<file path="config.mk">
export PLATFORM = sky130hd
export DESIGN_NAME = mux_scan_ctrl
export DESIGN_NICKNAME = d
export VERILOG_FILES = /design/src/rtl/mux_scan_pkg.sv /design/src/rtl/mux_settle_timer.sv /design/src/rtl/mux_scan_ctrl.sv
export SDC_FILE = /design/constraint.sdc
export NUM_CORES = 1
export LEC_CHECK = 0
export CORE_AREA = 10 10 55 57
export DETAILED_ROUTE_END_ITERATION = 7
export DIE_AREA = 0 0 65 67
export GPL_TIMING_DRIVEN = 1
export HOLD_SLACK_MARGIN = 0.06
export PLACE_DENSITY = 0.82
export SLEW_MARGIN = 0
export SYNTH_ARGS = -nofsm -noshare
export SYNTH_HDL_FRONTEND = slang
export SYNTH_HIERARCHICAL = 1
export SYNTH_SLANG_ARGS = --single-unit
</file>
<file path="constraint.sdc">
create_clock -name clk -period 3.7 [get_ports clk]
set_clock_uncertainty 0.2 [all_clocks]
set_input_delay 0.74 -clock clk [delete_from_list [all_inputs] [get_ports clk]]
set_output_delay 0.74 -clock clk [all_outputs]
set_load 0.02 [all_outputs]
</file>
<file path="src/rtl/mux_scan_pkg.sv">
// ---------------------------------------------------------------------------
// mux_scan_pkg
//   Shared definitions for the mux scan controller and its settle timer.
//
//   Contents:
//     ST_*            FSM state encodings (2-bit, legacy-compatible constants)
//     CNT_W           width of the settle down-counter (covers SETTLE 1..15)
//     is_busy_state   true for the states in which a scan is in progress
// ---------------------------------------------------------------------------
package mux_scan_pkg;

  // FSM state encodings
  localparam logic [1:0] ST_IDLE   = 2'd0;
  localparam logic [1:0] ST_SETTLE = 2'd1;
  localparam logic [1:0] ST_SAMPLE = 2'd2;
  localparam logic [1:0] ST_HOLD   = 2'd3;

  // Settle counter width; the largest reload value is SETTLE-1 = 14.
  localparam int CNT_W = 4;

  // busy is defined as "settling or sampling"; HOLD is not busy because the
  // word is complete and only waiting for the consumer.
  function automatic logic is_busy_state(input logic [1:0] st);
    return (st == ST_SETTLE) || (st == ST_SAMPLE);
  endfunction

endpackage

</file>
<file path="src/rtl/mux_settle_timer.sv">
// ---------------------------------------------------------------------------
// mux_settle_timer
//   Loadable down-counter with a zero flag. The controller loads it with
//   SETTLE-1 whenever the mux select changes and lets it count down while
//   in the SETTLE state; the zero flag tells the FSM the settle window is
//   over.
//
//   Ports:
//     clk       rising-edge clock
//     rst_n     asynchronous active-low reset (count cleared)
//     load      load load_val into the counter (has priority over dec)
//     load_val  value to load
//     dec       decrement by one; saturates at zero
//     zero      count is zero (decoded from the count register)
// ---------------------------------------------------------------------------
module mux_settle_timer
  import mux_scan_pkg::*;
(
  input  logic             clk,
  input  logic             rst_n,
  input  logic             load,
  input  logic [CNT_W-1:0] load_val,
  input  logic             dec,
  output logic             zero
);

  logic [CNT_W-1:0] count_reg;
  logic [CNT_W-1:0] count_next;

  always_comb begin
    count_next = count_reg;
    if (load) begin
      count_next = load_val;
    end else if (dec && (count_reg != '0)) begin
      // Saturate at zero so a stray extra dec never wraps to 15.
      count_next = count_reg - CNT_W'(1);
    end
  end

  always_ff @(posedge clk or negedge rst_n) begin
    if (!rst_n) begin
      count_reg <= '0;
    end else begin
      count_reg <= count_next;
    end
  end

  assign zero = (count_reg == '0);

endmodule

</file>
<file path="src/rtl/mux_scan_ctrl.sv">
// ---------------------------------------------------------------------------
// mux_scan_ctrl
//   Scan controller wrapped around a 2**SEL_W : 1 mux. A single start pulse
//   walks the mux select through every channel, waits SETTLE cycles after
//   each select change, samples the mux output and packs the samples into a
//   parallel word that is handed over with a valid/ack handshake.
//
//   Parameters:
//     SEL_W   select width; channel count CH = 2**SEL_W
//     SETTLE  settle cycles after each select change (1..15)
//
//   Ports:
//     clk      rising-edge clock
//     rst_n    asynchronous active-low reset; discards any partial scan
//     start    scan request, honoured in IDLE or in HOLD together with ack_i
//     y_i      mux output being captured
//     ack_i    consumer accepts data_o (only meaningful while valid_o=1)
//     sel_o    registered mux select
//     data_o   captured word; bit j = y_i sampled while sel_o=j
//     valid_o  data_o holds a completed scan
//     busy_o   scan in progress (SETTLE or SAMPLE)
//
//   All outputs come straight from registers.
// ---------------------------------------------------------------------------
module mux_scan_ctrl
  import mux_scan_pkg::*;
#(
  parameter int SEL_W  = 2,
  parameter int SETTLE = 1
)
(
  input  logic                clk,
  input  logic                rst_n,
  input  logic                start,
  input  logic                y_i,
  input  logic                ack_i,
  output logic [SEL_W-1:0]    sel_o,
  output logic [2**SEL_W-1:0] data_o,
  output logic                valid_o,
  output logic                busy_o
);

  localparam int CH = 2 ** SEL_W;

  // The settle counter is only 4 bits wide and a zero-length window would
  // need a different state sequence, so refuse to build outside 1..15.
  generate
    if ((SETTLE < 1) || (SETTLE > 15)) begin : g_bad_settle
      $error("mux_scan_ctrl: SETTLE must be in 1..15");
    end
  endgenerate

  localparam logic [CNT_W-1:0] SETTLE_LOAD = CNT_W'(SETTLE - 1);
  localparam logic [SEL_W-1:0] SEL_LAST    = SEL_W'(CH - 1);

  // -------------------------------------------------------------------------
  // State and output registers
  // -------------------------------------------------------------------------
  logic [1:0]       state_reg;
  logic [1:0]       state_next;
  logic [SEL_W-1:0] sel_reg;
  logic [SEL_W-1:0] sel_next;
  logic [CH-1:0]    capture_reg;
  logic [CH-1:0]    capture_sampled;
  logic [CH-1:0]    data_reg;
  logic [CH-1:0]    data_next;
  logic             valid_reg;
  logic             valid_next;
  logic             busy_reg;

  // Control strobes from the next-state logic
  logic             timer_load;
  logic             timer_zero;
  logic             capture_clear;
  logic             capture_en;

  // -------------------------------------------------------------------------
  // Settle timer
  // -------------------------------------------------------------------------
  mux_settle_timer u_settle_timer (
    .clk      (clk),
    .rst_n    (rst_n),
    .load     (timer_load),
    .load_val (SETTLE_LOAD),
    .dec      (state_reg == ST_SETTLE),
    .zero     (timer_zero)
  );

  // -------------------------------------------------------------------------
  // Capture word as it would look after this cycle's sample: the bit
  // addressed by sel_reg takes y_i, the others keep their value. Used both
  // to update the capture register and, on the last channel, as the word
  // handed to data_o so the final sample does not need an extra cycle.
  // -------------------------------------------------------------------------
  genvar gi;
  generate
    for (gi = 0; gi < CH; gi++) begin : g_capture
      assign capture_sampled[gi] = (sel_reg == SEL_W'(gi)) ? y_i : capture_reg[gi];

      always_ff @(posedge clk or negedge rst_n) begin
        if (!rst_n) begin
          capture_reg[gi] <= 1'b0;
        end else if (capture_clear) begin
          capture_reg[gi] <= 1'b0;
        end else if (capture_en) begin
          capture_reg[gi] <= capture_sampled[gi];
        end
      end
    end
  endgenerate

  // -------------------------------------------------------------------------
  // Next-state logic
  // -------------------------------------------------------------------------
  always_comb begin
    state_next    = state_reg;
    sel_next      = sel_reg;
    data_next     = data_reg;
    valid_next    = valid_reg;
    timer_load    = 1'b0;
    capture_clear = 1'b0;
    capture_en    = 1'b0;

    case (state_reg)
      ST_IDLE: begin
        if (start) begin
          state_next    = ST_SETTLE;
          sel_next      = '0;
          capture_clear = 1'b1;
          timer_load    = 1'b1;
        end
      end

      ST_SETTLE: begin
        // Loaded with SETTLE-1 and left on zero, so this state lasts
        // exactly SETTLE cycles.
        if (timer_zero) begin
          state_next = ST_SAMPLE;
        end
      end

      ST_SAMPLE: begin
        capture_en = 1'b1;
        if (sel_reg == SEL_LAST) begin
          data_next  = capture_sampled;
          valid_next = 1'b1;
          state_next = ST_HOLD;
        end else begin
          sel_next   = sel_reg + SEL_W'(1);
          timer_load = 1'b1;
          state_next = ST_SETTLE;
        end
      end

      ST_HOLD: begin
        // Without ack the word is parked and start is deliberately dropped,
        // not queued.
        if (ack_i) begin
          valid_next = 1'b0;
          sel_next   = '0;
          if (start) begin
            state_next    = ST_SETTLE;
            capture_clear = 1'b1;
            timer_load    = 1'b1;
          end else begin
            state_next = ST_IDLE;
          end
        end
      end

      default: begin
        state_next = ST_IDLE;
        sel_next   = '0;
        valid_next = 1'b0;
      end
    endcase
  end

  // -------------------------------------------------------------------------
  // Registers
  // -------------------------------------------------------------------------
  always_ff @(posedge clk or negedge rst_n) begin
    if (!rst_n) begin
      state_reg <= ST_IDLE;
      sel_reg   <= '0;
      data_reg  <= '0;
      valid_reg <= 1'b0;
      busy_reg  <= 1'b0;
    end else begin
      state_reg <= state_next;
      sel_reg   <= sel_next;
      data_reg  <= data_next;
      valid_reg <= valid_next;
      // Registered copy of "next state is busy" keeps busy_o aligned with
      // the state register without a decode after the flops.
      busy_reg  <= is_busy_state(state_next);
    end
  end

  assign sel_o   = sel_reg;
  assign data_o  = data_reg;
  assign valid_o = valid_reg;
  assign busy_o  = busy_reg;

endmodule

</file>
# Word-level counts from Yosys, hierarchy flattened
# Index checks and enable logic that the tools add are counted.
# totals
n_memories,0
elab_cells,70
out_inout_bits,8
ram_bits,0
latchBits,0
ff_bits,18
in_bits,5
romBits,0
# classes
n_div,0
multipliers,0
n_reduce_logical,13
n_eq_ne,12
n_bitwise,0
shifts,0
mux,33
n_addsub,2
n_lt_le_gt_ge,0
# op_table
op,count
1-bit 2-to-1 mux,19
2-bit 2-to-1 mux,7
"2-bit equality test, second input constant",5
4-bit 2-to-1 mux,2
"2-bit inequality test, second input constant",4
2-bit case mux with 4 select lines,1
"2-bit by 1-bit equality test with 1-bit output, second input constant",3
2-bit case mux with 3 select lines,1
2-bit nonzero test,3
2-bit logical NOT,2
4-bit logical NOT,1
1-bit case mux with 2 select lines,2
4-bit AND reduction,1
4-bit nonzero test,1
"4-bit by 1-bit subtractor with 4-bit output, second input constant",1
1-bit case mux with 3 select lines,1
3-bit AND reduction,1
3-bit nonzero test,1
"2-bit by 1-bit adder with 2-bit output, second input constant",1
2-bit AND reduction,1
1-bit logical AND,1
1-bit logical OR,1

# Depth between registers and ports, before layout
# depth
ltp_word,5
depth_mapped,7
depth_no_buf,7

# Cells and area by module
# Netlist, hierarchy kept.
# by_module_without_submodules
module,seq_area_each_um2,cells_each,area_per_inst_um2,n_inst
mux_scan_ctrl,350.3,90,870.8,1
mux_settle_timer,100.1,27,270.3,1

# Least setup slack after synthesis
# No wires, ideal clock.
# synth_path
kind,input-to-reg
start,input ack_i
end,register u_settle_timer.count_reg[1]
setup_time_ps,80
stages,6
path_slack_ps,1519
path_buffers,1
arrival_time_ps,1901
required_time_ps,3420
cell_sequence,and2_1 -> o21ai_0 -> a21oi_1 -> buf_6 -> or4_1 -> o211ai_2
# synth_via
elab_chain_len,3
word_cells_on_any_way,4
classes_between,mux (3); reduce/logical (1)
# synth_lines
item,line,text
from (decl),mux_scan_ctrl.sv:36,"input logic ack_i,"
1-bit 2-to-1 mux (*),mux_scan_ctrl.sv:158,if (ack_i) begin
1-bit case mux with 3 select lines (*),mux_scan_ctrl.sv:124,case (state_reg)
net timer_load,mux_scan_ctrl.sv:72,logic timer_load;
4-bit 2-to-1 mux / 2-bit nonzero test (equally long branches),-,
to (signal assigned),mux_settle_timer.sv:44,count_reg <= count_next;
to (decl),mux_settle_timer.sv:27,logic [CNT_W-1:0] count_reg;
# The timed path passes the listed nets; every way through them passes the cells marked *.
# A chain may end at the register's enable or synchronous reset.

# Final worst setup path
# layout_path
start,register state_reg[0]
end,register u_settle_timer.count_reg[3]
# layout_via
elab_chain_len,3
word_cells_on_any_way,8
classes_between,eq/ne (3); mux (2); reduce/logical (3)
# layout_lines
item,line,text
from (decl),mux_scan_ctrl.sv:59,logic [1:0] state_reg;
from (signal assigned),mux_scan_ctrl.sv:190,state_reg <= state_next;
2-bit equality test / 2-bit logical NOT (equally long branches),mux_scan_ctrl.sv:124,
1-bit case mux with 3 select lines (*),mux_scan_ctrl.sv:124,
net timer_load,mux_scan_ctrl.sv:72,
4-bit 2-to-1 mux / 2-bit nonzero test (equally long branches),-,
# Marked as above.

==> metrics.txt <==
# TYPE chip_impl_metric gauge
chip_impl_info{name="outcome",value="completed"} 1
chip_impl_metric{name="area_growth",unit="%"} 14.7
chip_impl_metric{name="ir_worst_vdd",unit="mV"} 0.506
chip_impl_metric{name="final_cells",unit=""} 159
chip_impl_metric{name="cp_max_fo",unit=""} 14
chip_impl_metric{name="die_height",unit="um"} 67
chip_impl_info{name="worst_setup_path_end_kind",value="register"} 1
chip_impl_metric{name="dp.cells",unit=""} 155
chip_impl_metric{name="insertion_delay_to_the_later_sink_of_the_worst_skew_pair",unit="ns"} 0.30
chip_impl_metric{name="period_share",unit="%"} 67.2
chip_impl_metric{name="yosys_warnings",unit=""} 6
chip_impl_metric{name="starting_utilization_of_the_core_area",unit="%"} 58.8
chip_impl_metric{name="timing.critical_path.required",unit="ns"} 3.69
chip_impl_info{name="layout.cells.most_common",value="sky130_fd_sc_hd__dfrtp_1"} 1
chip_impl_metric{name="multi_input_area",unit="um^2"} 634
chip_impl_metric{name="max_cap_violations",unit=""} 0
chip_impl_metric{name="cts.repair_timing.setup_buffer_count",unit=""} 0
chip_impl_metric{name="slew_violations",unit=""} 0
chip_impl_metric{name="die-area",unit="um^2"} 4360
chip_impl_info{name="hold_path_class",value="register to register"} 1
chip_impl_metric{name="drt-pass1-iter-count",unit=""} 4
chip_impl_metric{name="clock_sink_count",unit=""} 18
chip_impl_metric{name="globalRoute.totalOverflow",unit=""} 0
chip_impl_info{name="critPathKind",value="register to register"} 1
chip_impl_metric{name="post_synth_cell_types",unit=""} 40
chip_impl_metric{name="final_nets",unit=""} 149
chip_impl_metric{name="layout-drive-gt1-share",unit="%"} 10.6
chip_impl_metric{name="arr_time_crit_path",unit="ns"} 2.48
chip_impl_metric{name="ys_seq_elements",unit=""} 18
chip_impl_metric{name="timing.final.hold_violations",unit=""} 0
chip_impl_metric{name="antenna_violations_before_repair",unit=""} 0
chip_impl_metric{name="netlist_area_pre_place",unit="um^2"} 1140
chip_impl_metric{name="io_pins",unit=""} 13
chip_impl_metric{name="cts.hold.buffers_added",unit=""} 0
chip_impl_metric{name="part_of_the_yosys_area_used_for_sequential_elements",unit="%"} 39.5
chip_impl_metric{name="post_synth_inst_count",unit=""} 117
chip_impl_metric{name="drt_iter0_markers",unit=""} 49
chip_impl_metric{name="avgViaCountPerCell",unit=""} 5.42
chip_impl_metric{name="setup.reg_to_reg.worst_slack",unit="ns"} 1.21
chip_impl_metric{name="gr-usage-all-layers",unit="%"} 10.7
chip_impl_info{name="ctsRootBufferMaster",value="sky130_fd_sc_hd__clkbuf_4"} 1
chip_impl_info{name="ys.flop_type",value="sky130_fd_sc_hd__dfrtp_1"} 1
chip_impl_metric{name="numCtsBuffers",unit=""} 3
chip_impl_metric{name="placementRows",unit=""} 16
chip_impl_metric{name="async_flop_share",unit="%"} 100
chip_impl_info{name="leading_cell_types_in_the_layout_fill_and_taps_excluded",value="sky130_fd_sc_hd__dfrtp_1 (18), sky130_fd_sc_hd__nand2_1 (12), sky130_fd_sc_hd__clkdlybuf4s50_1 (12)"} 1
chip_impl_metric{name="die_w",unit="um"} 65
chip_impl_metric{name="hold_slack",unit="ns"} 0.330
chip_impl_metric{name="num-fill-cells",unit=""} 172
chip_impl_metric{name="coreArea",unit="um^2"} 1940
chip_impl_metric{name="final_antenna_net_count",unit=""} 0
chip_impl_metric{name="grt_first_pass_wirelength",unit="um"} 3670
chip_impl_metric{name="leak",unit="nW"} 0.566
chip_impl_metric{name="place_congestion",unit=""} 0.792
chip_impl_info{name="worst_setup_path_startpoint",value="state_reg[0]$_DFF_PN0_"} 1
chip_impl_metric{name="cts-root-to-sink-buffers",unit=""} 2
chip_impl_info{name="hold_path.startpoint",value="capture_reg[0]$_DFFE_PN0P_"} 1
chip_impl_metric{name="clk_pin_slew_worst_paths",unit="ns"} 0.11
chip_impl_metric{name="tightest_slew",unit="ns"} 0.838
chip_impl_metric{name="postRouteWirelength",unit="um"} 2200
chip_impl_metric{name="dpl.hpwl",unit="um"} 1670
chip_impl_metric{name="routedWlPerCell",unit="um"} 13.8
chip_impl_metric{name="grt_pass1_vias",unit=""} 821
chip_impl_metric{name="power.density_cell_area",unit="nW/um^2"} 760
chip_impl_metric{name="cts_htree_levels",unit=""} 1
chip_impl_metric{name="vias_after_detailed_routing",unit=""} 862
chip_impl_metric{name="timing.setup.tns",unit="ns"} 0
chip_impl_metric{name="final-setup-viol-count",unit=""} 0
chip_impl_metric{name="antennaDiodeCount",unit=""} 0
chip_impl_metric{name="postSynthAreaPerCell",unit="um^2"} 9.75
chip_impl_metric{name="finish.utilization",unit="%"} 67.4
chip_impl_metric{name="period_needed",unit="ns"} 2.49
chip_impl_info{name="setup_repair_after_global_routing_missed_its_margin",value="no"} 1
chip_impl_metric{name="maxClockFrequency",unit="MHz"} 402
chip_impl_metric{name="synth_edf_count",unit=""} 0
chip_impl_metric{name="seq_area",unit="um^2"} 450
chip_impl_info{name="cts_tree",value="built"} 1
chip_impl_info{name="r2r-start",value="state_reg[0]$_DFF_PN0_"} 1
chip_impl_metric{name="maxSlewHeadroom",unit="%"} 44.0
chip_impl_metric{name="port-buffer-count",unit=""} 12
chip_impl_info{name="critical_path.startpoint_type",value="register"} 1
chip_impl_metric{name="cts_resized",unit=""} 0
chip_impl_metric{name="dr_drc_count",unit=""} 0
chip_impl_metric{name="pin_count_of_the_biggest_net_entering_global_routing",unit=""} 19
[report_power, final]
group          internal, mW  leakage [nW]  total, mW  switching [mW]
clock network        0.0601        0.0210      0.126          0.0657
logic                 0.245         0.332      0.532           0.287
registers             0.274         0.212      0.337          0.0638
total                 0.579         0.566      0.995           0.416
[cell usage after synthesis (3+ instances only)]
cell,instances,area [um^2]
sky130_fd_sc_hd__dfrtp_1,18,450
sky130_fd_sc_hd__nand2_1,12,45.0
sky130_fd_sc_hd__ha_1,11,138
sky130_fd_sc_hd__a21oi_1,10,50.1
sky130_fd_sc_hd__inv_1,9,33.8
sky130_fd_sc_hd__o21ai_0,7,35.0
sky130_fd_sc_hd__mux2i_1,6,60.1
sky130_fd_sc_hd__nor2_1,6,22.5
sky130_fd_sc_hd__nand3_1,5,25.0
sky130_fd_sc_hd__nor3_1,3,15.0
[layer usage]
layer	GRT usage [%]	up-vias	routed length (um)
li1	-	429	-
met2	18.5	14	1120
met3	3.51	4	118
met1	11.4	415	931
met5	0	-	0
met4	5.61	0	34
[worst max-delay path, cell delays in order, from the launching register on]
cell and delay [ns]:
sky130_fd_sc_hd__dfrtp_1 0.46, sky130_fd_sc_hd__inv_1 0.13, sky130_fd_sc_hd__ha_1 0.46, sky130_fd_sc_hd__nand2b_1 0.10, sky130_fd_sc_hd__a21oi_1 0.58, sky130_fd_sc_hd__nor3_1 0.11
sky130_fd_sc_hd__a221o_1 0.34
[through the flow]
step	cell area, um^2	power (mW)	setup slack (ns)
final	1310	0.995	1.21
after floorplan	1150	0.743	1.52
after global routing	1310	1.08	1.03
after global placement	1270	0.845	0.957
after detailed placement	1270	0.880	0.875
after CTS	1310	1.01	1.21
[cell families (layout without fill, tap and decap cells)]
group | after synthesis | after routing | synth area share [%]
buf+inv | 13 | 25 | 5.92
xor+xnor | 1 | 1 | 0.768
flops | 18 | 18 | 39.5
compound gates | 27 | 27 | 16.0
other cells | 1 | 4 | 0.329
simple gates | 40 | 40 | 20.2
fa+ha+maj | 11 | 11 | 12.1
mux | 6 | 6 | 5.26
[cell type report]
| cell class | instances | area share (%) |
|---|---|---|
| inverter | 9 | 2.58 |
| tap | 27 | 2.58 |
| multi-input combinational | 89 | 48.5 |
| sequential | 18 | 34.4 |
| clock buffer | 4 | 2.77 |
| timing repair buffer | 12 | 9.18 |
[final timing paths]
kind / to / cells after the start
setup / recovery: u_settle_timer/count_reg[3]$_DFFE_PN0P_ / 6
hold / removal: capture_reg[0]$_DFFE_PN0P_ / 2
setup reg to reg: u_settle_timer/count_reg[3]$_DFFE_PN0P_ / 6
hold reg to reg: capture_reg[0]$_DFFE_PN0P_ / 2
max in group asynchronous: data_o[3]$_DFFE_PN0P_ / 1
min in group asynchronous: sel_o[0]$_DFFE_PN0P_ / 1
Note: power is estimated with default switching activity, not from simulation.
